$ cat src/rtl/wb_stage_pkg.sv
// ============================================================================
// Module   : wb_stage_pkg
// Purpose  : Shared widths and load-type encodings for the writeback stage.
// Revision : 1.0
// ============================================================================
`default_nettype none

package wb_stage_pkg;

    localparam int XLEN        = 32;
    localparam int RFIDX_WIDTH = 5;
    localparam int RFREG_NUM   = 32;

    localparam logic [2:0] LT_LB  = 3'b000;
    localparam logic [2:0] LT_LH  = 3'b001;
    localparam logic [2:0] LT_LW  = 3'b010;
    localparam logic [2:0] LT_LBU = 3'b100;
    localparam logic [2:0] LT_LHU = 3'b101;

endpackage

`default_nettype wire

$ cat src/rtl/wb_stage_load_ext.sv
// ============================================================================
// Module   : wb_stage_load_ext
// Purpose  : Selects and extends load data from the raw memory word and
//            flags misaligned halfword/word accesses.
// Revision : 1.0
// ============================================================================
`default_nettype none

module wb_stage_load_ext #(
    parameter int XLEN = wb_stage_pkg::XLEN
) (
    input  logic [31:0]     rdata,
    input  logic [1:0]      addr_lo,
    input  logic [2:0]      ldtype,
    output logic [XLEN-1:0] data,
    output logic            misalign
);
    import wb_stage_pkg::*;

    logic [7:0]  w_byte;
    logic [15:0] w_half;

    always_comb begin
        w_byte = 8'h00;
        case (addr_lo)
            2'd0:    w_byte = rdata[7:0];
            2'd1:    w_byte = rdata[15:8];
            2'd2:    w_byte = rdata[23:16];
            default: w_byte = rdata[31:24];
        endcase
        w_half = addr_lo[1] ? rdata[31:16] : rdata[15:0];
    end

    // Misaligned accesses return zero so nothing stale leaks to the register file.
    always_comb begin
        data     = '0;
        misalign = 1'b0;
        case (ldtype)
            LT_LB:  data = XLEN'($signed(w_byte));
            LT_LBU: data = XLEN'(w_byte);
            LT_LH: begin
                if (addr_lo[0]) misalign = 1'b1;
                else            data     = XLEN'($signed(w_half));
            end
            LT_LHU: begin
                if (addr_lo[0]) misalign = 1'b1;
                else            data     = XLEN'(w_half);
            end
            default: begin
                if (addr_lo != 2'b00) misalign = 1'b1;
                else                  data     = XLEN'(rdata);
            end
        endcase
    end

endmodule

`default_nettype wire

$ cat src/rtl/wb_stage.sv
// ============================================================================
// Module   : wb_stage
// Purpose  : MEM/WB pipeline register, load extension, register-file write
//            port and forwarding tap. Define WB_INSTRET_EN to add the
//            retired-instruction counter output instret.
// Revision : 1.0
// ============================================================================
`default_nettype none

module wb_stage #(
    parameter int XLEN        = wb_stage_pkg::XLEN,
    parameter int RFIDX_WIDTH = wb_stage_pkg::RFIDX_WIDTH
`ifdef WB_INSTRET_EN
    ,
    parameter int CNT_WIDTH   = 64
`endif
) (
    input  logic                   clk,
    input  logic                   rstn,
    input  logic                   mem_valid,
    input  logic [31:0]            mem_pc,
    input  logic                   mem_regwrite,
    input  logic                   mem_memtoreg,
    input  logic [RFIDX_WIDTH-1:0] mem_rd,
    input  logic [XLEN-1:0]        mem_alures,
    input  logic [31:0]            mem_rdata,
    input  logic [1:0]             mem_addr_lo,
    input  logic [2:0]             mem_ldtype,
    input  logic                   wb_stall,
    input  logic                   wb_flush,
    output logic                   we3,
    output logic [RFIDX_WIDTH-1:0] wa3,
    output logic [XLEN-1:0]        wd3,
    output logic [31:0]            pc,
    output logic                   wb_fwd_valid,
    output logic [RFIDX_WIDTH-1:0] wb_fwd_rd,
    output logic [XLEN-1:0]        wb_fwd_data,
    output logic                   wb_misalign
`ifdef WB_INSTRET_EN
    ,
    output logic [CNT_WIDTH-1:0]   instret
`endif
);
    import wb_stage_pkg::*;

    logic                   v_q, v_d;
    logic [31:0]            pc_q, pc_d;
    logic [RFIDX_WIDTH-1:0] rd_q, rd_d;
    logic                   regwrite_q, regwrite_d;
    logic [XLEN-1:0]        data_q, data_d;
    logic                   misalign_q, misalign_d;
    logic                   done_q, done_d;

    logic [XLEN-1:0]        w_ext_data;
    logic                   w_ext_misalign;
    logic                   w_fwd_valid;
    logic                   w_we;

    wb_stage_load_ext #(
        .XLEN (XLEN)
    ) u_load_ext (
        .rdata    (mem_rdata),
        .addr_lo  (mem_addr_lo),
        .ldtype   (mem_ldtype),
        .data     (w_ext_data),
        .misalign (w_ext_misalign)
    );

    assign w_fwd_valid = v_q & regwrite_q & (rd_q != '0) & ~misalign_q;
    assign w_we        = w_fwd_valid & ~done_q;

    // Flush beats stall; a stalled instruction writes only on its first WB cycle.
    always_comb begin
        v_d        = v_q;
        pc_d       = pc_q;
        rd_d       = rd_q;
        regwrite_d = regwrite_q;
        data_d     = data_q;
        misalign_d = misalign_q;
        done_d     = done_q;
        if (wb_flush) begin
            v_d        = 1'b0;
            misalign_d = 1'b0;
            done_d     = 1'b0;
        end else if (wb_stall) begin
            done_d = done_q | w_we;
        end else begin
            v_d        = mem_valid;
            pc_d       = mem_pc;
            rd_d       = mem_rd;
            regwrite_d = mem_regwrite;
            data_d     = mem_memtoreg ? w_ext_data : mem_alures;
            misalign_d = mem_memtoreg & w_ext_misalign;
            done_d     = 1'b0;
        end
    end

    always_ff @(posedge clk) begin
        if (!rstn) begin
            v_q        <= 1'b0;
            pc_q       <= '0;
            rd_q       <= '0;
            regwrite_q <= 1'b0;
            data_q     <= '0;
            misalign_q <= 1'b0;
            done_q     <= 1'b0;
        end else begin
            v_q        <= v_d;
            pc_q       <= pc_d;
            rd_q       <= rd_d;
            regwrite_q <= regwrite_d;
            data_q     <= data_d;
            misalign_q <= misalign_d;
            done_q     <= done_d;
        end
    end

    assign we3          = w_we;
    assign wa3          = rd_q;
    assign wd3          = data_q;
    assign pc           = pc_q;
    assign wb_fwd_valid = w_fwd_valid;
    assign wb_fwd_rd    = rd_q;
    assign wb_fwd_data  = data_q;
    assign wb_misalign  = v_q & misalign_q;

`ifdef WB_INSTRET_EN
    logic [CNT_WIDTH-1:0] instret_q, instret_d;

    // An instruction retires when its WB slot is released by capture or flush.
    always_comb begin
        instret_d = instret_q;
        if (v_q && (!wb_stall || wb_flush)) begin
            instret_d = instret_q + CNT_WIDTH'(1);
        end
    end

    always_ff @(posedge clk) begin
        if (!rstn) instret_q <= '0;
        else       instret_q <= instret_d;
    end

    assign instret = instret_q;
`endif

endmodule

`default_nettype wire

$ cat config.mk
export PLATFORM = sky130hd
export DESIGN_NAME = wb_stage
export DESIGN_NICKNAME = d
export VERILOG_FILES = /design/src/rtl/wb_stage_pkg.sv /design/src/rtl/wb_stage_load_ext.sv /design/src/rtl/wb_stage.sv
export SDC_FILE = /design/constraint.sdc
export NUM_CORES = 1
export LEC_CHECK = 0
export CORE_MARGIN = 2
export CORE_UTILIZATION = 43
export CTS_CLUSTER_DIAMETER = 200
export CTS_CLUSTER_SIZE = 25
export DETAILED_ROUTE_END_ITERATION = 12
export GPL_ROUTABILITY_DRIVEN = 0
export GPL_TIMING_DRIVEN = 0
export PLACE_DENSITY = 0.87
export SYNTH_ARGS = -nofsm -noshare
export SYNTH_HDL_FRONTEND = slang
export SYNTH_HIERARCHICAL = 1
export SYNTH_SLANG_ARGS = --single-unit
$ cat constraint.sdc
create_clock -name clk -period 2.5 [get_ports clk]
set_clock_uncertainty 0.15 [all_clocks]
set_input_delay 0.25 -clock clk [delete_from_list [all_inputs] [get_ports clk]]
set_output_delay 0.25 -clock clk [all_outputs]
set_load 0.02 [all_outputs]
### After elaboration in Yosys (flattened, before gate mapping)

Index checks and enable logic that the tools add are counted.

* eq/ne operators: 5
* multiplexer cells: 10
* bitwise gates (word level): 12
* reduce and logical (&&, ||, !) cells: 9

Operators by type and width (count)
* 32-bit case mux with 4 select lines: 1
* 32-bit 2-to-1 mux: 3
* 16-bit 2-to-1 mux: 2
* 8-bit case mux with 3 select lines: 1
* 1-bit bitwise AND: 6
* 3-bit equality test (second input constant): 2
* 2-bit OR reduction: 3
* 1-bit inverter: 5
* 5-bit nonzero test: 1
* 3-bit by 1-bit equality test with 1-bit output (second input constant): 1
* 3-bit logical NOT: 1
* 3-bit OR reduction: 1
* 2-bit by 1-bit equality test with 1-bit output (second input constant): 1
* 2-bit equality test (second input constant): 1
* 2-bit logical NOT: 1
* 1-bit 2-to-1 mux: 2
* 1-bit case mux with 2 select lines: 1
* 2-bit AND reduction: 1
* 2-bit nonzero test: 1
* 1-bit OR: 1

* register bits: 73
* input port bits: 113
* output and inout bits: 109
* logic and storage cells: 43

### Longest topological paths before layout

Gate-level depths: netlist of run 1.

* depth in word-level cells: 5
* gate-level depth with buffers: 9
* mapped depth without buffers: 6

### Hierarchy

Netlist of run 1, hierarchy kept.

By module, submodules not included
* wb_stage: times used 1, cells each 364, area an instance 3304.4 µm², seq. area each 1461.4 µm²
* wb_stage_load_ext: times used 1, cells each 116, area an instance 825.8 µm², seq. area each 0.0 µm²

### Least setup slack after synthesis of run 1

No wires, ideal clock.

* path type: input port to flip-flop
* start: in mem_addr_lo[1]
* end: reg data_q[23], in the netlist wb_fwd_data[23]
* library setup time: 0.116 ns
* arrival time: 1.477 ns
* data required time: 2.234 ns
* path slack: 0.757 ns
* cell stages on the path: 8
* path buffers: 2
* cell sequence: buf_2 mux2_2 nand2_2 buf_4 o211ai_2 mux2i_1 nand2_1 o211a_1

* word-level cells in the longest chain between the ends: 4
* elaborated cells between the ends (all ways): 10
* those cells by class: 2 x eq/ne; 6 x mux; 2 x reduce/logical

RTL lines
* start: declaration: RTL line wb_stage.sv:27 `input logic [1:0] mem_addr_lo,`
* 2-bit equality test (tied with other cells): RTL line wb_stage_load_ext.sv:25 `case (addr_lo)`
* 8-bit case mux with 3 select lines (tied with other cells): RTL line wb_stage_load_ext.sv:25
* 32-bit case mux with 4 select lines (*): RTL line wb_stage_load_ext.sv:38 `case (ldtype)`
* net w_ext_data[23]: RTL line wb_stage.sv:54 `logic [XLEN-1:0] w_ext_data;`
* 32-bit 2-to-1 mux (*): RTL line wb_stage.sv:92 `data_d = mem_memtoreg ? w_ext_data : mem_alures;`
* end signal: assignment: RTL line wb_stage.sv:112 `data_q <= data_d;`
* end: declaration: RTL line wb_stage.sv:50 `logic [XLEN-1:0] data_q, data_d;`

The timed path passes the listed nets; every way through them passes the cells marked *.
A chain may end at the register's enable or synchronous reset.

### Worst setup path after layout of run 1

* start: reg rd_q[0], in the netlist wa3[0]
* end: out wb_fwd_valid

* word-level cells in the longest chain between the ends: 3

RTL lines
* start: declaration: RTL line wb_stage.sv:48 `logic [RFIDX_WIDTH-1:0] rd_q, rd_d;`
* start signal: assignment: RTL line wb_stage.sv:110 `rd_q <= rd_d;`
* 5-bit nonzero test: RTL line wb_stage.sv:69 `assign w_fwd_valid = v_q & regwrite_q & (rd_q != '0) & ~misalign_q;`
* 1-bit bitwise AND (2 in a row): RTL line wb_stage.sv:69
* end: declaration: RTL line wb_stage.sv:35 `output logic wb_fwd_valid,`

No other way between the ends.

==> impl_results.md, run 1 <==
* Status: finished, final reports clean
* Initial drt markers at 193
* Syn avg cell area at 8.60 sq um
* Worst Tran Pin Value at 606 ps
* Diodes inserted at 0
* R2R Path Start: wa3[0]$_SDFFE_PN0P_
* CP max FO at 4
* Ys async rst share at 0%
* Dominant cells by area after synthesis: dfxtp_1 (35%), nand2_1 (11%), mux2i_1 (8.5%)
* Worst R2R Path Depth at 3
* Drc violations at 0
* Fin util at 71.8%
* Slew Limit Fails at 0
* Hold Startpoint: mem_ldtype[1]
* Hold endpoint: misalign_q$_SDFFE_PP0N_
* Layout cells sized above 1 at 13.8%
* First-pass GRT wire length at 20.7 mm
* Via count at 4,342
* CTS max path bufs at 2
* Max VDD drop at 0.254 mV
* Netlist cell types at 37
* Clock Root Buffer: clkbuf_8
* Slew margin rel. at 59.6%
* Crit end category: primary output
* Area grow syn2layout at 61.4%
* Clock slew at reported path FFs at 80 ps
* Worst Setup Slack, final at 247 ps
* Top delay family on crit path: simple AND/OR/NAND/NOR gates
* Routed wire length at 13.9 mm
* Fin crit share at 90.1%
* Final Cell Area at 6670 sq um
* Cells on Worst Hold Path at 5
* Unrepaired setup endpoints after global routing: false
* Detailed placer's ending HPWL at 10.9 mm
* Initial antenna violation count at 0
* Slowest cell on crit path: or4_4
* Share of the synthesized area in the top cell type at 35.4%
* Overflow left after global routing at 0
* Predominant post-synthesis flop cell: dfxtp_1
* Die Wd at 102 um
* Post-Syn Instances at 480
* FP Rows at 35
* Placement Cell Area at 6440 sq um
* Net count after synthesis at 593
* Leak at 2.98 nW
* Worst endpoint required time at 2100 ps
* Crit path time final at 2250 ps
* Post-synth EDFFs at 0
* Pwr dens at 485 nW/um^2
* Kind of critical path: reg2out
* # Post-CTS Setup Buffers at 0
* Vias in the first global route at 4,269
* CP bufs+invs at 2
* GRT Overall Usage at 25.2%
* Yosys reg bits at 73
* Vias per cell at 5.17
* Largest net degree at the start of global routing at 15
* CTS sink count at 73
* # IOs at 222
* Largest area contributor in the netlist: dfxtp_1
* Fill cell count at 725
* Total CTS buffers at 9
* Reg2reg end: done_q$_SDFF_PP0_
* Post-route ant nets at 0
* Setup WS pre-CTS at -67.8 ps
* R2r setup slk at 1020 ps
* PortBufs at 215
* Final hold vios at 0
* Yosys warning count at 6
* Final setup fails at 0
* H-tree depth at 3
* First drt pass iteration count at 7
* Critical-path cell list: or4_4, o2111ai_2, inv_1, dlygate4sd2_1
* Arrival time worst endpoint at 1850 ps
* Layout Nets at 819
* Mapped cell area at 4130 sq um
* Total of max-cap violations at 0
* Seq/Total Area, Yosys at 35.4%
* Maximum clock rate at 0.444 GHz
* Skew-Pair Late Insertion Delay at 350 ps
* Core ar. at 9280 sq um
* Multi-input gate area at 2140 sq um
* Initial Util at 44.5%
* CTS tree: done
* Worst setup SP type: register
* DIE AREA at 10,400 sq um
* CP max stage delay at 550 ps
* WL/cell at 16.5 um
* Sequential Area at 1460 sq um
* Overall die height at 102 um
* Hold Crit Class: in2reg
[routing by layer]
layer / up-vias / routed length (um) / part of all wire, % / global-route usage (%)
met4: 0 / 330 / 2.4 / 8.72
met1: 2021 / 5680 / 41 / 30.4
met5: - / 0 / 0 / 0
li1: 2087 / - / - / -
met3: 26 / 990 / 7.1 / 5.13
met2: 208 / 6850 / 49 / 44.5
[power by group]
| group | leakage, nW | switching (mW) | internal [mW] |
|---|---|---|---|
| Clock | 0.116 | 0.477 | 0.574 |
| Combinational | 2.27 | 0.411 | 0.502 |
| Sequential | 0.599 | 0.0462 | 1.23 |
[how the worst max path moves through the flow]
stage | cells past startpoint | end | slack [ps] | from
after global routing | 4 | wb_fwd_valid | 140 | wa3[0]$_SDFFE_PN0P_
after floorplan | 8 | wb_fwd_data[23]$_SDFFE_PN0P_ | 760 | mem_addr_lo[1]
final | 4 | wb_fwd_valid | 250 | wa3[0]$_SDFFE_PN0P_
after global placement | 9 | wb_fwd_data[29]$_SDFFE_PN0P_ | 10 | mem_addr_lo[1]
after detailed placement | 9 | wb_fwd_data[16]$_SDFFE_PN0P_ | -70 | mem_addr_lo[1]
after CTS | 4 | we3 | 220 | wa3[0]$_SDFFE_PN0P_
[state kept, by name (all words and copies together) (netlist names)]
register,flops
pc,32
wb_fwd_data,32
v_q,1
regwrite_q,1
done_q,1
misalign_q,1
wa3,5
[cell usage after synthesis, types with 7 or more instances]
cell,count
nor2b_1,7
nand2_1,126
buf_2,15
o22ai_1,11
clkbuf_1,15
buf_4,43
dfxtp_1,73
o211a_1,32
mux2i_1,35
a21boi_1,38
a21oi_1,12
a22oi_1,9
o211ai_2,11
[metrics by stage]
| stage | power, mW | setup TNS (ps) | std cells | hold WS (ps) |
|---|---|---|---|---|
| 6_report | 3.24 | 0 | 840 | 205 |
| 5_1_grt | 3.38 | 0 | 840 | 209 |
| 4_1_cts | 3.26 | 0 | 840 | 193 |
| 3_5_place_dp | 2.21 | -233 | 824 | 295 |
| 3_3_place_gp | 2.19 | 0 | 824 | 290 |
| 2_1_floorplan | 1.75 | 0 | 480 | 235 |
[final cells by class]
class / count / area share, %
buffer: 80 / 7.66
clock buffer: 9 / 1.86
clock inverter: 7 / 1.54
inverter: 4 / 0.225
multi-input combinational: 323 / 32.1
sequential: 73 / 21.9
tap: 129 / 2.42
timing repair buffer: 215 / 32.2
[worst min-delay path: cells and delay by family]
kind            cells  cell delay, ps
buf+inv             1             110
compound gates      1              60
simple gates        3             230
[logic make-up (layout without fill, tap and decap cells)]
group	after synthesis	count (layout)	share of synthesized area, %
AO/OA/AOI/OAI	131	131	26.8
AND/OR/NAND/NOR	156	156	16.3
flip-flops	73	73	35.4
buffers and inverters	84	315	12.7
multiplexers	36	36	8.76
[cells in the final DEF, fill, tap and decap left out, drive strengths merged]
| cell type | Yosys | final |
|---|---|---|
| a22o | 4 | 4 |
| or4 | 1 | 1 |
| clkdlybuf4s50 | 0 | 213 |
| nor2 | 6 | 6 |
| o211ai | 16 | 16 |
| or3 | 1 | 1 |
| nand2b | 7 | 7 |
| bufinv | 0 | 2 |
| a21boi | 38 | 38 |
| clkbuf | 15 | 24 |
| o211a | 32 | 32 |
| nor3b | 2 | 2 |
| o21ba | 1 | 1 |
| o2111ai | 1 | 1 |
| inv | 4 | 6 |
| a21oi | 12 | 12 |
| o32a | 1 | 1 |
| nor4b | 1 | 1 |
| dfxtp | 73 | 73 |
| clkinv | 0 | 3 |
| a22oi | 9 | 9 |
| and2 | 1 | 1 |
| buf | 65 | 65 |
| nor2b | 7 | 7 |
| mux2i | 35 | 35 |
| nand3 | 1 | 1 |
| and3b | 1 | 1 |
| nand2 | 127 | 127 |
| o21ai | 1 | 1 |
| or2 | 1 | 1 |
| o22a | 4 | 4 |
| mux2 | 1 | 1 |
| a211oi | 1 | 1 |
| o22ai | 11 | 11 |
| dlygate4sd2 | 0 | 2 |
[what timing repair did]
item	CTS	global route
hold buffers	0	0
endpoints found under the setup margin	2	0
gates resized for setup	2	0
No activity file was read; power rests on OpenSTA's default activity.
==> inputs of run 2 (changes only) <==
Settings changed: ABC_AREA from default to 1, CORE_UTILIZATION 43 to 44.
==> impl_results.md, run 2 <==
* Status: finished, final reports clean
* Non-filler cells, final at 980 (+17%)
* Hold endpoint: wb_fwd_data[7]$_SDFFE_PN0P_
* Initial drt markers at 287 (+49%)
* Via count at 5,055 (+16%)
* Leak at 3.10 nW (+4.1%)
* R2r setup slk at 1440 ps (+420 ps)
* Share of the synthesized area in the top cell type at 32.8% (-2.6 points)
* Yosys reg bits at 73 (unchanged)
* CTS tree: done
* Yosys warning count at 6 (unchanged)
* Arrival time worst endpoint at 1760 ps (-90 ps)
* Hold slack at 206 ps (+0.948 ps)
* Post-synth EDFFs at 0 (unchanged)
* CP bufs+invs at 1 (-1)
* Post-cts hold buffer count at 0 (unchanged)
* Clock slew at reported path FFs at 80 ps (about the same)
* Netlist cell types at 28 (-24%)
* Setup TNS at 0 ps (unchanged)
* Post-route ant nets at 0 (unchanged)
* Clock Root Buffer: clkbuf_8
* Crit path time final at 2160 ps (-90.8 ps)
* GRT Overall Usage at 26.8% (+1.6 points)
* H-tree depth at 3 (unchanged)
* Pwr dens at 479 nW/um^2 (-1.4%)
* CTS max path bufs at 2 (unchanged)
* Ys async rst share at 0% (unchanged)
* Inst Count DP at 964 (+17%)
* Hold Crit Class: in2reg
* CTS sink count at 73 (unchanged)
* Max VDD drop at 0.248 mV (-2.1%)
* Top delay family on crit path: buffers and inverters
* Cell mode on critical path: nor2_1
* Mapped cell area at 4460 sq um (+7.9%)
* Overflow left after global routing at 0 (unchanged)
* Top cells by count, synth: nor2_1 (124), o21ai_0 (87), dfxtp_1 (73)
* # Post-CTS Setup Buffers at 0 (unchanged)
* Final hold vios at 0 (unchanged)
* Total of max-cap violations at 0 (unchanged)
* Post-Syn Instances at 613 (+28%)
* Most frequent cells in the layout: clkdlybuf4s50_1 (218), nor2_1 (124), o21ai_0 (87)
* First-pass GRT wire length at 23.7 mm (+14%)
* PortBufs at 218 (+1.4%)
* Routed wire length at 14.7 mm (+6.2%)
* Vias in the first global route at 4,874 (+14%)
* Crit end category: primary output
* Drc violations at 0 (unchanged)
* Diodes inserted at 0 (unchanged)
* Area grow syn2layout at 57.7%
* Vias per cell at 5.16 (-0.21%)
* Cells on Worst Hold Path at 4 (-1)
* First drt pass iteration count at 5 (-2)
* Unrepaired setup endpoints after global routing: false
* Most common cell after layout, fill and taps aside: clkdlybuf4s50_1
* Worst endpoint required time at 2100 ps (about the same)
* Layout cells sized above 1 at 20.0% (+6.2 points)
* Total CTS buffers at 9 (unchanged)
* Detailed placer's ending HPWL at 11.8 mm (+7.8%)
* Maximum clock rate at 0.462 GHz (+4.2%)
* Worst Setup Slack, final at 338 ps (+90.8 ps)
* R2R Path Start: wa3[1]$_SDFFE_PN0P_
* Worst R2R Path Depth at 4 (+1)
* Final setup fails at 0 (unchanged)
* WL/cell at 15.0 um (-8.9%)
* Seq/Total Area, Yosys at 32.8% (-2.6 points)
* CP max stage delay at 610 ps (+60 ps)
* Worst Tran Pin Value at 471 ps (-134 ps)
* Most frequent cell after synthesis: nor2_1
* Skew-Pair Late Insertion Delay at 350 ps (about the same)
* Core ar. at 9820 sq um (+5.8%)
* Slew margin rel. at 68.5% (+8.8 points)
* Crit path from: wa3[1]$_SDFFE_PN0P_
* Overall die height at 105 um (+2.6%)
* Net count after synthesis at 726 (+22%)
* Setup WS pre-CTS at 328 ps (+396 ps)
* Post-CTS resize count at 0 (-2)
* Dominant cells by area after synthesis: dfxtp_1 (33%), nor2_1 (10%), o21ai_0 (9.8%)
* Worst setup SP type: register
* Hold Startpoint: mem_memtoreg
* FP Rows at 36 (+2.9%)
* Largest area contributor in the netlist: dfxtp_1
* Slowest cell on crit path: clkdlybuf4s50_1
* Fin crit share at 86.5% (-3.6 points)
* Total chip power at 3.37 mW (+4.0%)
* Initial antenna violation count at 0 (unchanged)
* # IOs at 222 (unchanged)
* Largest net degree at the start of global routing at 15 (unchanged)
* Kind of critical path: reg2out
* Critical-path cell list: nor2_1, nand3_1, nand2_1, nor2_1, clkdlybuf4s50_1
* DIE AREA at 11,000 sq um (+5.2%)
* Slew Limit Fails at 0 (unchanged)
* Initial Util at 45.4% (+0.90 points)
* Syn avg cell area at 7.27 sq um (-16%)
* Reg2reg end: done_q$_SDFF_PP0_
* Layout Nets at 955 (+17%)
* CP max FO at 4 (unchanged)
* Predominant post-synthesis flop cell: dfxtp_1
* Die Wd at 105 um (+2.6%)
==> run 2: cell count changes in the layout (fill, tap and decap cells not counted), moves of 10 or more <==
cell      change
a21oi_2      +28
o21ai_2      +21
o22ai_1      -11
nand3_2      +21
nor2_1      +118
o21ai_0      +87
o211ai_2     -11
o21ai_1      +10
o211a_1      -32
a21boi_1     -38
mux2i_1      -35
nand2_1      -83
nand3_1      +55
inv_1        +39
==> run 2: stage by stage <==
| step | instance area, sq um | utilization, % |
|---|---|---|
| CTS | 7030 | 71.6 |
| finish | 7030 | 71.6 |
| floorplan | 4460 | - |
| global placement | 6810 | 69.3 |
| detailed placement | 6810 | 69.3 |
| global route | 7030 | 71.6 |
==> run 2: cell type report <==
| class | instances | area [sq um] |
|---|---|---|
| Buffer | 78 | 603 |
| Clock buffer | 9 | 124 |
| Timing Repair Buffer | 218 | 2180 |
| Tap cell | 133 | 166 |
| Fill cell | 781 | 2790 |
| Inverter | 48 | 180 |
| Clock inverter | 7 | 101 |
| Multi-Input combinational cell | 414 | 2210 |
| Sequential cell | 73 | 1460 |
==> run 2: power by group <==
part           switching [mW]  internal [mW]
logic                   0.506          0.520
clock network           0.483          0.570
registers              0.0501           1.24
total                    1.04           2.33
==> run 2: kinds of logic after synthesis <==
family / Yosys count / share of synthesized area [%]
simple gates: 258 / 28.0
flops: 73 / 32.8
compound gates: 156 / 21.6
buf+inv: 126 / 17.6
==> run 2: worst min-delay path: cells and delay by family <==
family | cells | cell delay (ps)
buf+inv | 1 | 180
simple gates | 1 | 60
compound gates | 2 | 190
==> run 2: how the worst max path moves through the flow <==
stage	cells past startpoint	to
detailed placement	9	wb_fwd_data[18]$_SDFFE_PN0P_
floorplan	8	wb_fwd_data[26]$_SDFFE_PN0P_
global placement	9	wb_fwd_data[18]$_SDFFE_PN0P_
finish	5	we3
CTS	5	we3
global route	5	we3
==> run 2: per-layer routing <==
layer,GRT usage [%],part of all wire (%),up-vias
li1,-,-,2438
met1,31.1,39,2272
met2,45.8,48,294
met3,7.24,9.1,51
met4,12.3,3.8,0
met5,0,0,-
